File: src/rtl/mem_access_unit.sv
// rtl/mem_access_unit.sv - load/store front end: sub-word RMW stores, lane-extracted loads, one response per request
module mem_access_unit #(
    parameter int ADDR_WIDTH      = 32,
    parameter bit ERR_ON_MISALIGN = 1'b1
) (
    input  logic                  clk,
    input  logic                  rst_n,
    input  logic                  req_valid,
    output logic                  req_ready,
    input  logic                  req_we,
    input  logic [1:0]            req_size,
    input  logic                  req_unsigned,
    input  logic [ADDR_WIDTH-1:0] req_addr,
    input  logic [31:0]           req_wdata,
    output logic                  rsp_valid,
    input  logic                  rsp_ready,
    output logic [31:0]           rsp_rdata,
    output logic                  rsp_err,
    output logic                  mem_we,
    output logic [ADDR_WIDTH-1:0] mem_a,
    output logic [31:0]           mem_wd,
    input  logic [31:0]           mem_rd
);

    typedef enum logic [1:0] {
        IDLE  = 2'd0,
        READ  = 2'd1,
        WRITE = 2'd2,
        RESP  = 2'd3
    } state_t;

    localparam logic [1:0] SZ_BYTE = 2'b00;
    localparam logic [1:0] SZ_HALF = 2'b01;
    localparam logic [1:0] SZ_WORD = 2'b10;

    state_t                  state_q, state_d;
    logic                    we_q, we_d;
    logic [1:0]              size_q, size_d;
    logic                    uns_q, uns_d;
    logic [ADDR_WIDTH-1:0]   addr_q, addr_d;
    logic [31:0]             wdata_q, wdata_d;
    logic [31:0]             rd_q, rd_d;
    logic [31:0]             rdata_q, rdata_d;
    logic                    err_q, err_d;

    logic                    misaligned;
    logic                    reserved;
    logic                    reject;
    logic [31:0]             shift_b;
    logic [31:0]             shift_h;
    logic [31:0]             load_val;
    logic [31:0]             merged;

    always_comb begin
        misaligned = 1'b0;
        reserved   = 1'b0;
        case (req_size)
            SZ_BYTE: misaligned = 1'b0;
            SZ_HALF: misaligned = req_addr[0];
            SZ_WORD: misaligned = |req_addr[1:0];
            default: reserved   = 1'b1;
        endcase
        // Reserved size is always an error; only true misalignment may be forced aligned.
        reject = reserved | (misaligned & ERR_ON_MISALIGN);
    end

    always_comb begin
        shift_b  = mem_rd >> {addr_q[1:0], 3'b000};
        shift_h  = mem_rd >> {addr_q[1], 4'b0000};
        load_val = mem_rd;
        case (size_q)
            SZ_BYTE: load_val = uns_q ? {24'd0, shift_b[7:0]}  : {{24{shift_b[7]}}, shift_b[7:0]};
            SZ_HALF: load_val = uns_q ? {16'd0, shift_h[15:0]} : {{16{shift_h[15]}}, shift_h[15:0]};
            default: load_val = mem_rd;
        endcase
    end

    always_comb begin
        merged = rd_q;
        case (size_q)
            SZ_BYTE: merged[{addr_q[1:0], 3'b000} +: 8]  = wdata_q[7:0];
            SZ_HALF: merged[{addr_q[1], 4'b0000} +: 16]  = wdata_q[15:0];
            default: merged = wdata_q;
        endcase
    end

    always_comb begin
        state_d = state_q;
        we_d    = we_q;
        size_d  = size_q;
        uns_d   = uns_q;
        addr_d  = addr_q;
        wdata_d = wdata_q;
        rd_d    = rd_q;
        rdata_d = rdata_q;
        err_d   = err_q;
        case (state_q)
            IDLE: begin
                if (req_valid) begin
                    we_d    = req_we;
                    size_d  = req_size;
                    uns_d   = req_unsigned;
                    wdata_d = req_wdata;
                    rdata_d = 32'd0;
                    err_d   = reject;
                    addr_d  = req_addr;
                    if (!ERR_ON_MISALIGN) begin
                        if (req_size == SZ_HALF) addr_d[0]   = 1'b0;
                        if (req_size == SZ_WORD) addr_d[1:0] = 2'b00;
                    end
                    if (reject)
                        state_d = RESP;
                    else if (req_we && req_size == SZ_WORD)
                        state_d = WRITE;
                    else
                        state_d = READ;
                end
            end
            READ: begin
                rd_d = mem_rd;
                if (we_q) begin
                    state_d = WRITE;
                end else begin
                    rdata_d = load_val;
                    state_d = RESP;
                end
            end
            WRITE: state_d = RESP;
            RESP: begin
                if (rsp_ready) state_d = IDLE;
            end
            default: state_d = IDLE;
        endcase
    end

    always_ff @(posedge clk or negedge rst_n) begin
        if (!rst_n) begin
            state_q <= IDLE;
            we_q    <= 1'b0;
            size_q  <= 2'b00;
            uns_q   <= 1'b0;
            addr_q  <= '0;
            wdata_q <= 32'd0;
            rd_q    <= 32'd0;
            rdata_q <= 32'd0;
            err_q   <= 1'b0;
        end else begin
            state_q <= state_d;
            we_q    <= we_d;
            size_q  <= size_d;
            uns_q   <= uns_d;
            addr_q  <= addr_d;
            wdata_q <= wdata_d;
            rd_q    <= rd_d;
            rdata_q <= rdata_d;
            err_q   <= err_d;
        end
    end

    // Memory-side outputs decode from state so an async reset silences them immediately.
    assign req_ready = (state_q == IDLE);
    assign rsp_valid = (state_q == RESP);
    assign rsp_rdata = (state_q == RESP) ? rdata_q : 32'd0;
    assign rsp_err   = (state_q == RESP) ? err_q : 1'b0;
    assign mem_we    = (state_q == WRITE);
    assign mem_wd    = (state_q == WRITE) ? merged : 32'd0;
    assign mem_a     = (state_q == READ || state_q == WRITE) ? {addr_q[ADDR_WIDTH-1:2], 2'b00} : '0;

endmodule
File: config.mk
export PLATFORM = sky130hd
export DESIGN_NAME = mem_access_unit
export DESIGN_NICKNAME = d
export VERILOG_FILES = /design/src/rtl/mem_access_unit.sv
export SDC_FILE = /design/constraint.sdc
export NUM_CORES = 1
export LEC_CHECK = 0
export ABC_AREA = 1
export CAP_MARGIN = 25
export CORE_ASPECT_RATIO = 1.25
export CORE_MARGIN = 4
export CORE_UTILIZATION = 50
export DETAILED_ROUTE_END_ITERATION = 8
export GPL_ROUTABILITY_DRIVEN = 0
export PLACE_DENSITY = 0.82
export RECOVER_POWER = 100
export REMOVE_ABC_BUFFERS = 1
export SYNTH_ARGS = -nofsm -noshare
export SYNTH_HDL_FRONTEND = slang
export SYNTH_SLANG_ARGS = --single-unit
File: constraint.sdc
create_clock -name clk -period 4.67 [get_ports clk]
set_input_delay 0.7005 -clock clk [delete_from_list [all_inputs] [get_ports clk]]
set_output_delay 0.7005 -clock clk [all_outputs]
set_load 0.01 [all_outputs]
Word level (Yosys, flattened, before mapping)
Index checks and enable logic that the tools add are counted.

Flip-flop bits (word level): 135. Input bits: 104. Word-level logic and storage cells: 59. Output and inout bits: 100.

Reductions and logical operators: 11. Bitwise logic cells: 1. Mux-type cells: 21. $add $sub $neg: 2. Eq/ne operators: 9. Shifts and indexed selects: 6.

Operator list (count): 32-bit two-way mux (7); 32-bit one-hot mux with 2 select lines (3); 32-bit bitwise mux (2); 16-bit by 7-bit variable shift with 32-bit output (first input constant) (1); 8-bit by 7-bit variable shift with 32-bit output (first input constant) (1); 16-bit by 7-bit variable part select with 32-bit output (1); 8-bit by 7-bit variable part select with 32-bit output (1); 32-bit by 5-bit right shift with 16-bit output (1); 32-bit by 5-bit right shift with 8-bit output (1); 5-bit negation with 7-bit output (2); 2-bit two-way mux (4); 2-bit one-hot mux with 4 select lines (1); 2-bit by 1-bit == test with 1-bit output (second input constant) (3); 2-bit == test (second input constant) (3); 2-bit logical NOT (3); 2-bit != test (second input constant) (2); 2-bit AND reduction (2); 1-bit two-way mux (3); 3-bit AND reduction (1); 3-bit OR reduction (1); 2-bit by 1-bit != test with 1-bit output (second input constant) (1); 1-bit one-hot mux with 2 select lines (1); 2-bit nonzero test (1); 2-bit OR reduction (1); 3 further kinds (3).

Logic depth before layout (Yosys ltp)
Gate-level depths: netlist of the first run.

Word-level depth: 7. Mapped depth: 11.

Worst setup path after synthesis of the first run
Ideal clock, no wire load.

Kind: register to output. Start: reg addr_q[1]. End: out mem_wd[29]. Path buffers: 3. Slack: 2.103 ns. Arrival: 1.866 ns. Stages on the path, launching flop included: 11. Cell sequence: dfrtp_1 > buf_2 > inv_1 > buf_2 > ha_1 > clkinv_1 > clkbuf_1 > nand3_1 > o22ai_1 > nand2_1 > a21oi_1.

Word-level cells in the longest chain between the ends: 5. Elaborated cells between the ends (all ways): 10. Those cells by class: 2 x add/sub; 4 x shift; 4 x mux.

RTL lines: start, declared (line 40) `logic [ADDR_WIDTH-1:0] addr_q, addr_d;`; start signal, assigned (line 152) `addr_q <= addr_d;`; 5-bit negation with 7-bit output (on tied branches) (line 82, 81); 16-bit by 7-bit variable part select with 32-bit output, or another cell as far along (line 82) `SZ_HALF: merged[{addr_q[1], 4'b0000} +: 16] = wdata_q[15:0];`; 32-bit bitwise mux (on tied branches) (line 82, 81); 32-bit one-hot mux with 2 select lines (*) (line 80) `case (size_q)`; 32-bit two-way mux (*) (line 166) `assign mem_wd = (state_q == WRITE) ? merged : 32'd0;`; end, declared (line 21) `output logic [31:0] mem_wd,`.

Mark *: on every way between the ends. The rest lies on a longest branch, timed or not.

Worst setup path in the final report of the first run
Start: reg addr_q[1]. End: out mem_wd[5].

Same word-level chain as after synthesis.

==> results.md, run 1 <==
* Outcome: complete, but fails checks
* Failing checks: capacitance limit, slew limit
* DR WL/cell at 15.53 um
* Max-cap viol count at 3
* Sequential-to-total area share from yosys stat at 43.77%
* CTS tree: done
* Min Tclk post-route at 4.171 ns
* Synth Register Bits at 135
* PostCTS Resize Cnt at 0
* Post-synth ARST share at 100.0%
* Final Max Slew Viols at 219
* Largest net degree at the start of global routing at 102
* Worst-path maximum fanout at 17
* First-pass GRT wire length at 38420 um
* Placed cells at 1483
* FF/Latch Area at 3378 um^2
* Vias at 7798
* Multi-input logic area at 3562 um^2
* Clock buffer count from CTS at 17
* Worst R2R End: rdata_q[30]$_DFFE_PN0P_
* Reg-to-Reg Start: state_q[1]$_DFFE_PN0P_
* Initial DRC count at 679
* Clock power frac at 20.9%
* Grt ovf at 0
* Clock root buffer: clkbuf_16
* NumNets Final at 1410
* Seq pwr share at 29.0%
* Unrepaired setup endpoints after global routing: false
* Ys Warns at 0
* Area growth, synth to finish at 34.72%
* R2r worst-path depth at 7
* Hold Buf Count CTS at 0
* Worst hold path type: flip-flop to flip-flop
* Final Cycle Share at 89.32%
* IO Count at 204
* Clk sinks at 135
* Antenna Nets Post-Route at 0
* Die height at 146.9 um
* Combinational share of power at 50.1%
* CP Data Required Time at 3.97 ns
* Die X at 119.1 um
* Slew HR at -67.86%
* Cells after synthesis at 1126
* Peak Freq at 0.2397 GHz
* Fin. Hold Viols at 0
* Clock latency on the worst-skew pair at 0.42 ns
* Hpwl dp at 16410 um
* WL final at 23540 um
* Starting density of the core at 51.20%
* Leakage Power at 0.005660 uW
* Peak supply drop at 417.8 uV
* PortBufs at 201
* Crit path capture: mem_wd[5]
* Pint at 3974 uW
* Die area at 17500 um^2
* Worst setup SP type: flip-flop
* Post-CTS setup buffer count at 0
* Reg2reg setup slack at 0.79 ns
* Synth cell types at 33
* Post-Syn Area at 7719 um^2
* Vias in the first global route at 7711
* Setup TNS at 0 ns
* Pwr Density at 683.8 nW/um^2
* Sw Pwr at 3136 uW
* Least-Margin Pin Slew at 2.518 ns
* Crit path kind: flip-flop to output port
* Final core occ at 68.97%
* Crit path launch: addr_q[1]$_DFFE_PN0P_
* H-tree depth at 4
* ANT cells at 0
* Share of cells above drive strength 1 at 4.438%
* FILL cells at 1300
* Fin cells at 1515
* Max Clock Skew at 0.009332 ns
* WHS Path Cells at 2
* Initial DRT Pass Iterations at 6
* Final setup viols at 0
* Switch share at 44.10%
* Row Count at 50
* Critical path endpoint category: output port
* Core area at 15080 um^2
* DRC violations left at 0
* Clock transition at path regs at 0.06 ns
* WP data arrival at 3.47 ns
* Average size of a mapped cell at 6.855 um^2
* Post-synth EDFFs at 0
* DR vias/cell at 5.147
* Clock Tree Buf Depth at 2
* Ys flop type: dfrtp_1
* Initial antenna violation count at 0
* Total Routing Usage GR at 27.16%
[power by group through the flow]
stage,logic (uW),registers (uW),clock network [uW]
2_1_floorplan,2170,2020,0
3_3_place_gp,3570,2050,0
3_5_place_dp,3670,2060,0
4_1_cts,3710,2050,1500
5_1_grt,3990,2120,1560
6_report,3560,2060,1480
[cell usage after synthesis (5+ instances only)]
| cell type | instances | area share (%) |
|---|---|---|
| a22oi_1 | 13 | 1.3 |
| ha_1 | 12 | 1.9 |
| dfrtp_1 | 135 | 44 |
| nand2_1 | 506 | 25 |
| a21oi_1 | 59 | 3.8 |
| inv_2 | 5 | 0.24 |
| inv_1 | 125 | 6.1 |
| clkbuf_1 | 37 | 1.8 |
| o21ai_0 | 77 | 5.0 |
| nor2_1 | 58 | 2.8 |
| nand3_1 | 20 | 1.3 |
| o211ai_1 | 7 | 0.68 |
| o22ai_1 | 17 | 1.4 |
| buf_2 | 16 | 1.0 |
| o21a_1 | 7 | 0.68 |
| or2_2 | 7 | 0.57 |
[per-layer routing]
metal  up-vias  share of wire, %  track usage (%)
li1       3816                 -                -
met1      3526                39            32.91
met2       370                48            45.26
met3        86               7.6            5.314
met4         0               5.4            15.19
met5         -                 0                0
[sequential cells by signal, indices dropped and copies added, names as in the netlist]
name	flops
addr_q	32
err_q	1
rd_q	32
rdata_q	32
size_q	2
state_q	2
uns_q	1
wdata_q	32
we_q	1
[layout make-up]
class / count / share of cell area, %
Clock buffer: 17 / 4.091
Clock inverter: 15 / 2.178
Inverter: 132 / 4.813
Multi-Input combinational cell: 800 / 34.26
Sequential cell: 135 / 32.49
Tap cell: 208 / 2.503
Timing Repair Buffer: 208 / 19.67
[per-stage QoR]
stage | worst slack (ns) | cell area (um^2) | power (uW) | hold WS [ns]
after CTS | 0.6959 | 10440 | 7259 | 0.4375
after detailed placement | 1.164 | 9791 | 5725 | 0.4654
after global placement | 1.260 | 9771 | 5618 | 0.4617
after global routing | 0.2205 | 10400 | 7666 | 0.4924
final | 0.4989 | 10400 | 7110 | 0.4796
after floorplan | 1.271 | 7447 | 4189 | 0.4049
[worst max-delay path, cell delays in order (launching register included)]
cell	delay (ns)
dfrtp_1	0.38
inv_1	0.38
ha_1	0.24
clkinv_1	0.35
nor4_2	0.70
a21oi_1	0.14
nor2_1	0.22
dlygate4sd3_1	0.64
[how the worst min path moves through the flow]
stage	slack (ns)	endpoint	start
2_1_floorplan	0.40	addr_q[0]$_DFFE_PN0P_	rst_n
3_3_place_gp	0.46	addr_q[8]$_DFFE_PN0P_	addr_q[8]$_DFFE_PN0P_
3_5_place_dp	0.47	wdata_q[23]$_DFFE_PN0P_	wdata_q[23]$_DFFE_PN0P_
4_1_cts	0.44	rd_q[28]$_DFFE_PN0P_	rst_n
5_1_grt	0.49	rdata_q[19]$_DFFE_PN0P_	rdata_q[19]$_DFFE_PN0P_
6_report	0.48	rdata_q[3]$_DFFE_PN0P_	rdata_q[3]$_DFFE_PN0P_
[cell families after synthesis]
kind of cell / Yosys count / share of synthesized area [%]
flip-flops: 135 / 43.77
AND/OR/NAND/NOR: 599 / 30.46
buffers and inverters: 192 / 10.05
adder cells (fa/ha/maj): 12 / 1.945
other: 1 / 0.04858
AO/OA/AOI/OAI: 187 / 13.73
[cells in the final DEF (no fill, tap or decap), drive strengths merged]
cell           netlist  routed
a22oi               13      13
o221ai               3       3
ha                  12      12
a21oi               60      60
nor3                 1       1
nor4                 1       1
clkinvlp             0       3
nor2                59      59
o211ai               7       7
clkdlybuf4s50        0     103
buf                 23       3
dlygate4sd3          0      97
clkbuf              37      22
a31oi                1       1
o21ai               79      79
or2                  7       7
dfrtp              135     135
bufinv               0       5
conb                 1       2
inv                131     133
nand3               21      21
nand2              510     510
clkinv               1       6
o22ai               17      17
o21a                 7       7
Note: power is estimated with default switching activity, not from simulation.
==> run 2: changes to the inputs <==
--- a/config.mk
+++ b/config.mk
@@ -18,3 +18,4 @@
 export SYNTH_ARGS = -nofsm -noshare
 export SYNTH_HDL_FRONTEND = slang
 export SYNTH_SLANG_ARGS = --single-unit
+export TNS_END_PERCENT = 50
==> results of run 2 <==
Same layout as run 1: the final DEF is identical, and so are final timing and power.
